$ cat src/rtl/regfile_scoreboard_if.sv
// Decode/writeback-side signal bundle for the register-file scoreboard.
// The decode side drives the master modport and the scoreboard uses the slave modport.
interface regfile_scoreboard_if;
    // Issue handshake: an instruction moves from decode into execute on a rising
    // edge where issue_valid & issue_accept are both high. issue_accept is
    // combinational and never depends on itself. Decode holds its instruction
    // stable while stall is high.
    logic       issue_valid;
    logic       issue_writes;
    logic [2:0] issue_dest;
    logic [2:0] src_a;
    logic [2:0] src_b;
    logic       src_a_used;
    logic       src_b_used;
    logic       wb_load;
    logic [2:0] wb_dest;
    logic       flush;
    logic       stall;
    logic       issue_accept;
    logic [7:0] busy;
    logic       sb_error;

    modport master (
        output issue_valid, issue_writes, issue_dest, src_a, src_b,
               src_a_used, src_b_used, wb_load, wb_dest, flush,
        input  stall, issue_accept, busy, sb_error
    );

    modport slave (
        input  issue_valid, issue_writes, issue_dest, src_a, src_b,
               src_a_used, src_b_used, wb_load, wb_dest, flush,
        output stall, issue_accept, busy, sb_error
    );
endinterface

$ cat src/rtl/regfile_scoreboard.sv
// Per-register in-flight write counters that stall LC-3b decode on RAW hazards.
// Define REGFILE_SB_BYPASS_EN to release a consumer in its producer's writeback cycle.
module regfile_scoreboard #(
    parameter int MAX_INFLIGHT = 3
) (
    input logic                 clk,
    input logic                 reset,
    regfile_scoreboard_if.slave sb
);
    localparam int CW = $clog2(MAX_INFLIGHT + 1);
    localparam logic [CW-1:0] MAX_CNT = CW'(MAX_INFLIGHT);
    localparam logic [CW-1:0] ONE_CNT = CW'(1);

    logic [CW-1:0] count [8];
    logic [7:0]    pend;
    logic [7:0]    inc;
    logic [7:0]    dec;
    logic          hazard;
    logic          err_q;

    always_comb begin
        pend = '0;
        for (int r = 0; r < 8; r++) begin
`ifdef REGFILE_SB_BYPASS_EN
            // The regfile writes before it reads, so the last retiring producer's
            // value is already visible to a same-cycle reader.
            pend[r] = (count[r] != '0) &
                      ~(sb.wb_load & (sb.wb_dest == 3'(r)) & (count[r] == ONE_CNT));
`else
            pend[r] = (count[r] != '0);
`endif
        end
    end

    // The saturation check always uses the raw count, never the bypassed pend term.
    assign hazard = (sb.src_a_used & pend[sb.src_a]) |
                    (sb.src_b_used & pend[sb.src_b]) |
                    (sb.issue_writes & (count[sb.issue_dest] == MAX_CNT));

    assign sb.stall        = sb.issue_valid & hazard;
    assign sb.issue_accept = sb.issue_valid & ~sb.stall;

    always_comb begin
        inc = '0;
        dec = '0;
        for (int r = 0; r < 8; r++) begin
            inc[r] = sb.issue_accept & sb.issue_writes & (sb.issue_dest == 3'(r));
            dec[r] = sb.wb_load & (sb.wb_dest == 3'(r)) & (count[r] != '0);
        end
    end

    always_ff @(posedge clk or posedge reset) begin
        if (reset) begin
            for (int r = 0; r < 8; r++) begin
                count[r] <= '0;
            end
            err_q <= 1'b0;
        end else begin
            for (int r = 0; r < 8; r++) begin
                if (sb.flush) begin
                    count[r] <= '0;
                end else begin
                    count[r] <= count[r] + CW'(inc[r]) - CW'(dec[r]);
                end
            end
            // Retiring a register with nothing pending means bookkeeping went wrong.
            if (sb.wb_load && (count[sb.wb_dest] == '0)) begin
                err_q <= 1'b1;
            end
        end
    end

    always_comb begin
        sb.busy = '0;
        for (int r = 0; r < 8; r++) begin
            sb.busy[r] = (count[r] != '0);
        end
    end

    assign sb.sb_error = err_q;
endmodule

$ cat src/flat_wrapper.sv
// flat-port wrapper written by rule: the top's interface ports become plain ports
module regfile_scoreboard_flat 
#(
    parameter int MAX_INFLIGHT = 3
)
  (clk, reset, sb_issue_valid, sb_issue_writes, sb_issue_dest, sb_src_a, sb_src_b, sb_src_a_used, sb_src_b_used, sb_wb_load, sb_wb_dest, sb_flush, sb_stall, sb_issue_accept, sb_busy, sb_sb_error);
  regfile_scoreboard_if sb_i ();
  input logic clk;
  input logic reset;
  input wire logic [$bits(sb_i.issue_valid)-1:0] sb_issue_valid;
  input wire logic [$bits(sb_i.issue_writes)-1:0] sb_issue_writes;
  input wire logic [$bits(sb_i.issue_dest)-1:0] sb_issue_dest;
  input wire logic [$bits(sb_i.src_a)-1:0] sb_src_a;
  input wire logic [$bits(sb_i.src_b)-1:0] sb_src_b;
  input wire logic [$bits(sb_i.src_a_used)-1:0] sb_src_a_used;
  input wire logic [$bits(sb_i.src_b_used)-1:0] sb_src_b_used;
  input wire logic [$bits(sb_i.wb_load)-1:0] sb_wb_load;
  input wire logic [$bits(sb_i.wb_dest)-1:0] sb_wb_dest;
  input wire logic [$bits(sb_i.flush)-1:0] sb_flush;
  output wire logic [$bits(sb_i.stall)-1:0] sb_stall;
  output wire logic [$bits(sb_i.issue_accept)-1:0] sb_issue_accept;
  output wire logic [$bits(sb_i.busy)-1:0] sb_busy;
  output wire logic [$bits(sb_i.sb_error)-1:0] sb_sb_error;
  assign sb_i.issue_valid = sb_issue_valid;
  assign sb_i.issue_writes = sb_issue_writes;
  assign sb_i.issue_dest = sb_issue_dest;
  assign sb_i.src_a = sb_src_a;
  assign sb_i.src_b = sb_src_b;
  assign sb_i.src_a_used = sb_src_a_used;
  assign sb_i.src_b_used = sb_src_b_used;
  assign sb_i.wb_load = sb_wb_load;
  assign sb_i.wb_dest = sb_wb_dest;
  assign sb_i.flush = sb_flush;
  assign sb_stall = sb_i.stall;
  assign sb_issue_accept = sb_i.issue_accept;
  assign sb_busy = sb_i.busy;
  assign sb_sb_error = sb_i.sb_error;
  regfile_scoreboard #(.MAX_INFLIGHT(MAX_INFLIGHT)) u_core (.clk(clk), .reset(reset), .sb(sb_i));
endmodule
$ cat config.mk
export PLATFORM = sky130hd
export DESIGN_NAME = regfile_scoreboard_flat
export DESIGN_NICKNAME = d
export VERILOG_FILES = /design/src/rtl/regfile_scoreboard_if.sv /design/src/rtl/regfile_scoreboard.sv /design/src/flat_wrapper.sv
export SDC_FILE = /design/constraint.sdc
export NUM_CORES = 1
export LEC_CHECK = 0
export CORE_ASPECT_RATIO = 1.4
export CORE_MARGIN = 3
export CORE_UTILIZATION = 30
export CTS_BUF_LIST = sky130_fd_sc_hd__clkbuf_2 sky130_fd_sc_hd__clkbuf_4 sky130_fd_sc_hd__clkbuf_8
export DETAILED_ROUTE_END_ITERATION = 12
export MAX_ROUTING_LAYER = met4
export PLACE_DENSITY_LB_ADDON = 0.1
export SLEW_MARGIN = 20
export SYNTH_ARGS = -nofsm -noshare
export SYNTH_HDL_FRONTEND = slang
export SYNTH_SLANG_ARGS = --single-unit
$ cat constraint.sdc
create_clock -name clk -period 3.9 [get_ports clk]
set_input_delay 0.39 -clock clk [delete_from_list [all_inputs] [get_ports clk]]
set_output_delay 0.39 -clock clk [all_outputs]
set_load 0.005 [all_outputs]
==> results.md, run 1 <==
- Buf/Inv on CP: 2
- GRT Overall Usage: 0.1463
- Family with the most delay on the worst path: buffers and inverters
- Depth of the CTS H-tree: 1
- CP endpoint kind: primary output
- Vias: 1304
- Clock period minus worst slack: 3021 ps
- DRC viols: 0
- Clock sink total: 17
- Clock Path Buffers: 2
- Ys Warns: 0
- Syn avg cell area: 8.657 sq um
- Antenna viol nets, final: 0
- Starting density of the core: 0.3206
- Seq cells post-synth: 17
- Worst ir drop on vdd: 0.00009646 V
- Worst setup margin: 878.8 ps
- First-pass GRT wire length: 6.299 mm
- Finished Layout Cells: 264
- Port Buf Inserts: 30
- Actual slew at the worst max-slew pin: 719.2 ps
- Cell variety after synth: 29
- Congestion Overflow GR: 0
- Number of global-route vias before repair: 1287
- RSZ-0062 raised after global routing: false
- Crit-path slowest cell: clkdlybuf4s50_1
- Final Routed Wirelength: 3.793 mm
- Final Hold Viols: 0
- Die Area: 5856 sq um
- First-iteration detailed-routing DRC count: 91
- CP most frequent cell: clkdlybuf4s50_1
- Total core area: 4644 sq um
- PwrDens: 215.0 nW/um^2
- Share of cells above drive strength 1: 0.05941
- Crit path cell chain: clkdlybuf4s50_1 > mux4_2 > mux2i_4 > and2_1 > o21a_1 > clkdlybuf4s50_1
- CP peak stage delay: 600 ps
- Std-Cell Rows: 29
- Crit Path Max Fanout: 9
- TritonRoute pass-1 iters: 4
- Clk_skew: 2.811 ps
- Diodes inserted: 0
- Fmax: 331.0 MHz
- Root Buffer: clkbuf_8
- Largest net degree at the start of global routing: 18
- Cell count after placement: 260
- Antenna violations before repair: 0
- Status: completed
- Setup violations, final: 0
- Clock latency on the worst-skew pair: 250 ps
- Ports: 31
- Die height: 89.36 um
- CTS Hold Bufs: 0
- Seq/Total Area, Yosys: 0.2857
- Mapped Cells: 172
- Post-cts sizing count: 0
- Area delta synth->final: 27.48%
- CP arrival: 2630 ps
- Slew Viols, Final: 0
- Worst min path class: register to register
- CTS tree: done
- WS Path Type: input port to primary output
- TritonCTS buffer count: 3
- Mapped Area: 1489 sq um
- GPL Wtd Cong: 0.8814
- Leakage Power: 0.9117 nW
- Layout Nets: 239
- Post-synthesis net count: 208
- Worst-path clk slew: 70 ps
- CP Data Required Time: 3510 ps
- Avg WL per Cell: 14.37 um
- Postcts setup bufs: 0
- Slew margin rel.: 0.5200
- Setup_tns: 0 ps
- Post-place setup slack: 884.0 ps
- Max Cap Viol: 0
- Via density: 4.939
- Critical Path Source Type: input port
- Post-detail-place hpwl: 2.963 mm
- Tcrit/Tclk final: 0.7747
- Die width: 65.54 um
## state kept, by name, indices dropped and copies added, names as in the netlist
signal	count
u_core.sb.sb_error	1
u_core.count	16
## final cells by class
cell class	instances	area (sq um)
fill	500	2746
multi-input combinational	126	952.2
sequential	17	425.4
timing repair buffer	30	300.3
inverter	25	93.84
tap	62	77.57
clock buffer	4	48.80
## path summary, 6_finish.rpt
check | slack (ps) | cells after the start | from | endpoint
setup / recovery | 880 | 6 | sb_issue_dest[1] | sb_stall
hold / removal | 460 | 1 | u_core.sb.sb_error | u_core.sb.sb_error
setup reg to reg | 1260 | 9 | u_core.count[5] | u_core.count[15]
hold reg to reg | 460 | 1 | u_core.sb.sb_error | u_core.sb.sb_error
max in group asynchronous | 2900 | 2 | reset | u_core.count[10]
min in group asynchronous | 550 | 2 | reset | u_core.count[15]
## layout by cell type, fill, tap and decap left out, types with 5 or more instances in the layout
master and instances:
clkdlybuf4s50_1 30, inv_1 25, dfrtp_1 17, ha_1 16, nor2_1 14, nor3_1 12
nand2_1 11, nor4_1 8, nor2b_1 8, xor2_1 8, xnor2_1 8, nor4b_1 6
a21oi_1 5
## cell usage after synthesis
cell | number | area share
nand2b_1 | 4 | 0.017
nor2b_1 | 8 | 0.034
nand4_2 | 1 | 0.0084
or3b_2 | 1 | 0.0059
clkbuf_1 | 2 | 0.0050
inv_1 | 25 | 0.063
buf_2 | 2 | 0.0067
nor3_1 | 12 | 0.040
a31oi_1 | 4 | 0.017
nand3_1 | 1 | 0.0034
ha_1 | 16 | 0.13
a21o_1 | 2 | 0.010
or2_2 | 2 | 0.0084
nor4b_1 | 6 | 0.035
o2111ai_1 | 4 | 0.024
nor3b_1 | 1 | 0.0050
dfrtp_1 | 17 | 0.29
and2_1 | 1 | 0.0042
o21a_1 | 1 | 0.0050
mux4_2 | 3 | 0.045
nand2_1 | 11 | 0.028
a211oi_1 | 2 | 0.010
xnor2_1 | 8 | 0.047
nor4_1 | 8 | 0.034
a21oi_1 | 5 | 0.017
mux2i_4 | 1 | 0.015
xor2_1 | 8 | 0.047
nor2_1 | 14 | 0.035
nand3b_1 | 2 | 0.010
## routing by layer
metal	GRT usage	wire (um)
met1	0.1753	1732
met2	0.2479	1847
met3	0.02390	182
met4	0.05094	29
met5	-	0
## worst reg2reg max path, stage by stage (launching register included)
cell	delay (ps)
dfrtp_1	410
nor2_1	320
a21oi_1	140
o2111ai_1	220
nand4_2	280
nor4_1	500
ha_1	240
xor2_1	190
xnor2_1	140
nor2_1	60
## cell families after synthesis
kind of cell             after synthesis  share of synthesized area
flip-flops                            17                     0.2857
AND/OR/NAND/NOR                       72                     0.2681
XOR/XNOR                              16                    0.09412
buffers and inverters                 29                    0.07479
multiplexers                           4                    0.06050
adder cells (fa/ha/maj)               16                     0.1345
AO/OA/AOI/OAI                         18                    0.08234
## stage by stage
step	area (sq um)	power, mW	utilization	hold WS, ps
5_1_grt	1898	0.4314	0.4087	492.6
6_report	1898	0.4082	0.4087	459.4
3_3_place_gp	1849	0.2678	0.3982	447.5
4_1_cts	1898	0.4158	0.4087	468.4
3_5_place_dp	1849	0.2685	0.3982	451.8
2_1_floorplan	1489	0.2243	-	316.1
## report_power, final
group | leakage [nW] | switching (mW) | internal, mW
sequential | 0.232 | 0.00243 | 0.178
clock | 0.0262 | 0.0639 | 0.0795
combinational | 0.654 | 0.0425 | 0.0416
total | 0.912 | 0.109 | 0.299
(Power assumes the default switching activity.)
==> run 2: changes to the inputs <==
==> constraint.sdc (replaced) <==
create_clock -name clk -period 2.9 [get_ports clk]
set_input_delay 0.29 -clock clk [delete_from_list [all_inputs] [get_ports clk]]
set_output_delay 0.29 -clock clk [all_outputs]
set_load 0.005 [all_outputs]
==> results.md, run 2 (synthesis results as in run 1) <==
- Die width: 65.54 um
- Std-Cell Rows: 29
- TritonRoute pass-1 iters: 4
- Area delta synth->final: 32.69%
- Sequential group share of total power: 0.439
- Port Buf Inserts: 30
- CP arrival: 2480 ps
- Crit-path slowest cell: clkdlybuf4s50_1
- Status: completed
- Setup_tns: 0 ps
- Crit Path Max Fanout: 8
- Net Sw Frac: 0.2580
- GPL Wtd Cong: 0.8927
- Leakage Power: 0.9729 nW
- Post-place setup slack: -50.44 ps
- Die Area: 5856 sq um
- Slew Viols, Final: 0
- CP most frequent cell: clkdlybuf4s50_1
- Avg WL per Cell: 14.59 um
- Most frequent cells in the layout: 28 x clkdlybuf4s50_1, 25 x inv_1, 17 x dfrtp_1, 16 x ha_1, 14 x nor2_1
- Slew margin rel.: 0.5473
- Total core area: 4644 sq um
- PwrDens: 280.2 nW/um^2
- Worst-path clk slew: 70 ps
- Diodes inserted: 0
- Antenna viol nets, final: 0
- Post-detail-place hpwl: 3.231 mm
- Finished Layout Cells: 272
- Clock period minus worst slack: 2771 ps
- Switching power total: 0.1428 mW
- Actual slew at the worst max-slew pin: 678.4 ps
- CTS Hold Bufs: 0
- Gate power share: 0.224
- GRT Overall Usage: 0.1525
- Worst setup margin: 129.4 ps
- First-pass GRT wire length: 6.541 mm
- Root Buffer: clkbuf_8
- Layout Nets: 247
- Core Util, Final: 0.4254
- Antenna violations before repair: 0
- Share of cells above drive strength 1: 0.1048
- Starting density of the core: 0.3206
- Total internal power: 0.4108 mW
- Clock Path Buffers: 2
- Crit path cell chain: clkdlybuf4s50_1 > nor3_1 > a21oi_1 > o2111ai_1 > nand4_2 > buf_4 > nor3b_1 > clkdlybuf4s50_1
- Largest net degree at the start of global routing: 18
- Most common cell after layout, fill and taps aside: clkdlybuf4s50_1
- Tcrit/Tclk final: 0.9554
- TritonCTS buffer count: 3
- Vias: 1338
- Number of global-route vias before repair: 1322
- Clk_skew: 1.453 ps
- Fill count: 505
- Top reg by flops: u_core.count
- CP peak stage delay: 550 ps
- CP endpoint kind: primary output
- DRC viols: 0
- Fmax: 360.9 MHz
- WS Path Type: input port to primary output
- Ports: 31
- Via density: 4.919
- Clock sink total: 17
- Congestion Overflow GR: 0
- Worst min path class: input port to async pin
- Cell count after placement: 266
- First-iteration detailed-routing DRC count: 94
- Clock latency on the worst-skew pair: 250 ps
- Critical Path Source Type: input port
- Die height: 89.36 um
- Final Routed Wirelength: 3.969 mm
- Clock power share: 0.336
- Worst ir drop on vdd: 0.0001143 V
- CTS tree: done
- Final Hold Viols: 0
- Setup violations, final: 0
- Depth of the CTS H-tree: 1
- Max Cap Viol: 0
- CP Data Required Time: 2610 ps
- Max reg flops: 16
[run 2: metrics by stage]
step | instance area, sq um | power (mW) | hold WS [ps]
2_1_floorplan | 1489 | 0.3016 | 216.1
3_3_place_gp | 1894 | 0.3638 | 446.2
3_5_place_dp | 1894 | 0.3665 | 450.4
4_1_cts | 1943 | 0.5554 | 463.5
5_1_grt | 1976 | 0.5866 | 479.1
6_report | 1976 | 0.5537 | 435.3
[run 2: path summary, 6_finish.rpt]
kind,start,endpoint,slack (ps),depth (start not counted)
worst max register to register,u_core.count[1],u_core.count[15],270,11
worst min register to register,u_core.sb.sb_error,u_core.sb.sb_error,460,1
worst min-delay path,reset,u_core.count[8],440,2
max in group asynchronous,reset,u_core.count[3],2030,2
min in group clk,u_core.sb.sb_error,u_core.sb.sb_error,460,1
worst max-delay path,sb_src_b[0],sb_issue_accept,130,8
[run 2: critical path: cells and delay by family]
kind                   cells  cell delay [ps]
buffers and inverters      3             1290
AO/OA/AOI/OAI              2              300
AND/OR/NAND/NOR            3              590
[run 2: power groups by stage]
stage | logic (mW) | clock network (mW) | registers (mW)
after floorplan | 0.0549 | 0 | 0.247
after global placement | 0.116 | 0 | 0.248
after detailed placement | 0.119 | 0 | 0.248
after CTS | 0.120 | 0.192 | 0.243
after global routing | 0.137 | 0.205 | 0.244
final | 0.124 | 0.186 | 0.243
[run 2: what timing repair did]
| item | 4_1_cts | 5_1_grt |
|---|---|---|
| setup buffers | 0 | 2 |
| setup endpoints to repair | 0 | 3 |
| gates resized for setup | 0 | 4 |
[run 2: layout make-up]
| cell class | instances | area [sq um] | share of cell area |
|---|---|---|---|
| flip-flops and latches | 17 | 425.4 | 0.2153 |
| repair buffers | 38 | 365.4 | 0.1849 |
| well taps | 62 | 77.57 | 0.03927 |
| clock buffers | 4 | 48.80 | 0.02470 |
| inverters | 25 | 93.84 | 0.04750 |
| multi-input cells | 126 | 964.7 | 0.4883 |
[run 2: per-layer routing]
metal	up-vias	routed length [um]	GRT usage
met1	622	1698	0.1836
li1	672	-	-
met4	0	43	0.04528
met3	4	200	0.02138
met2	40	2027	0.2636
met5	-	0	-
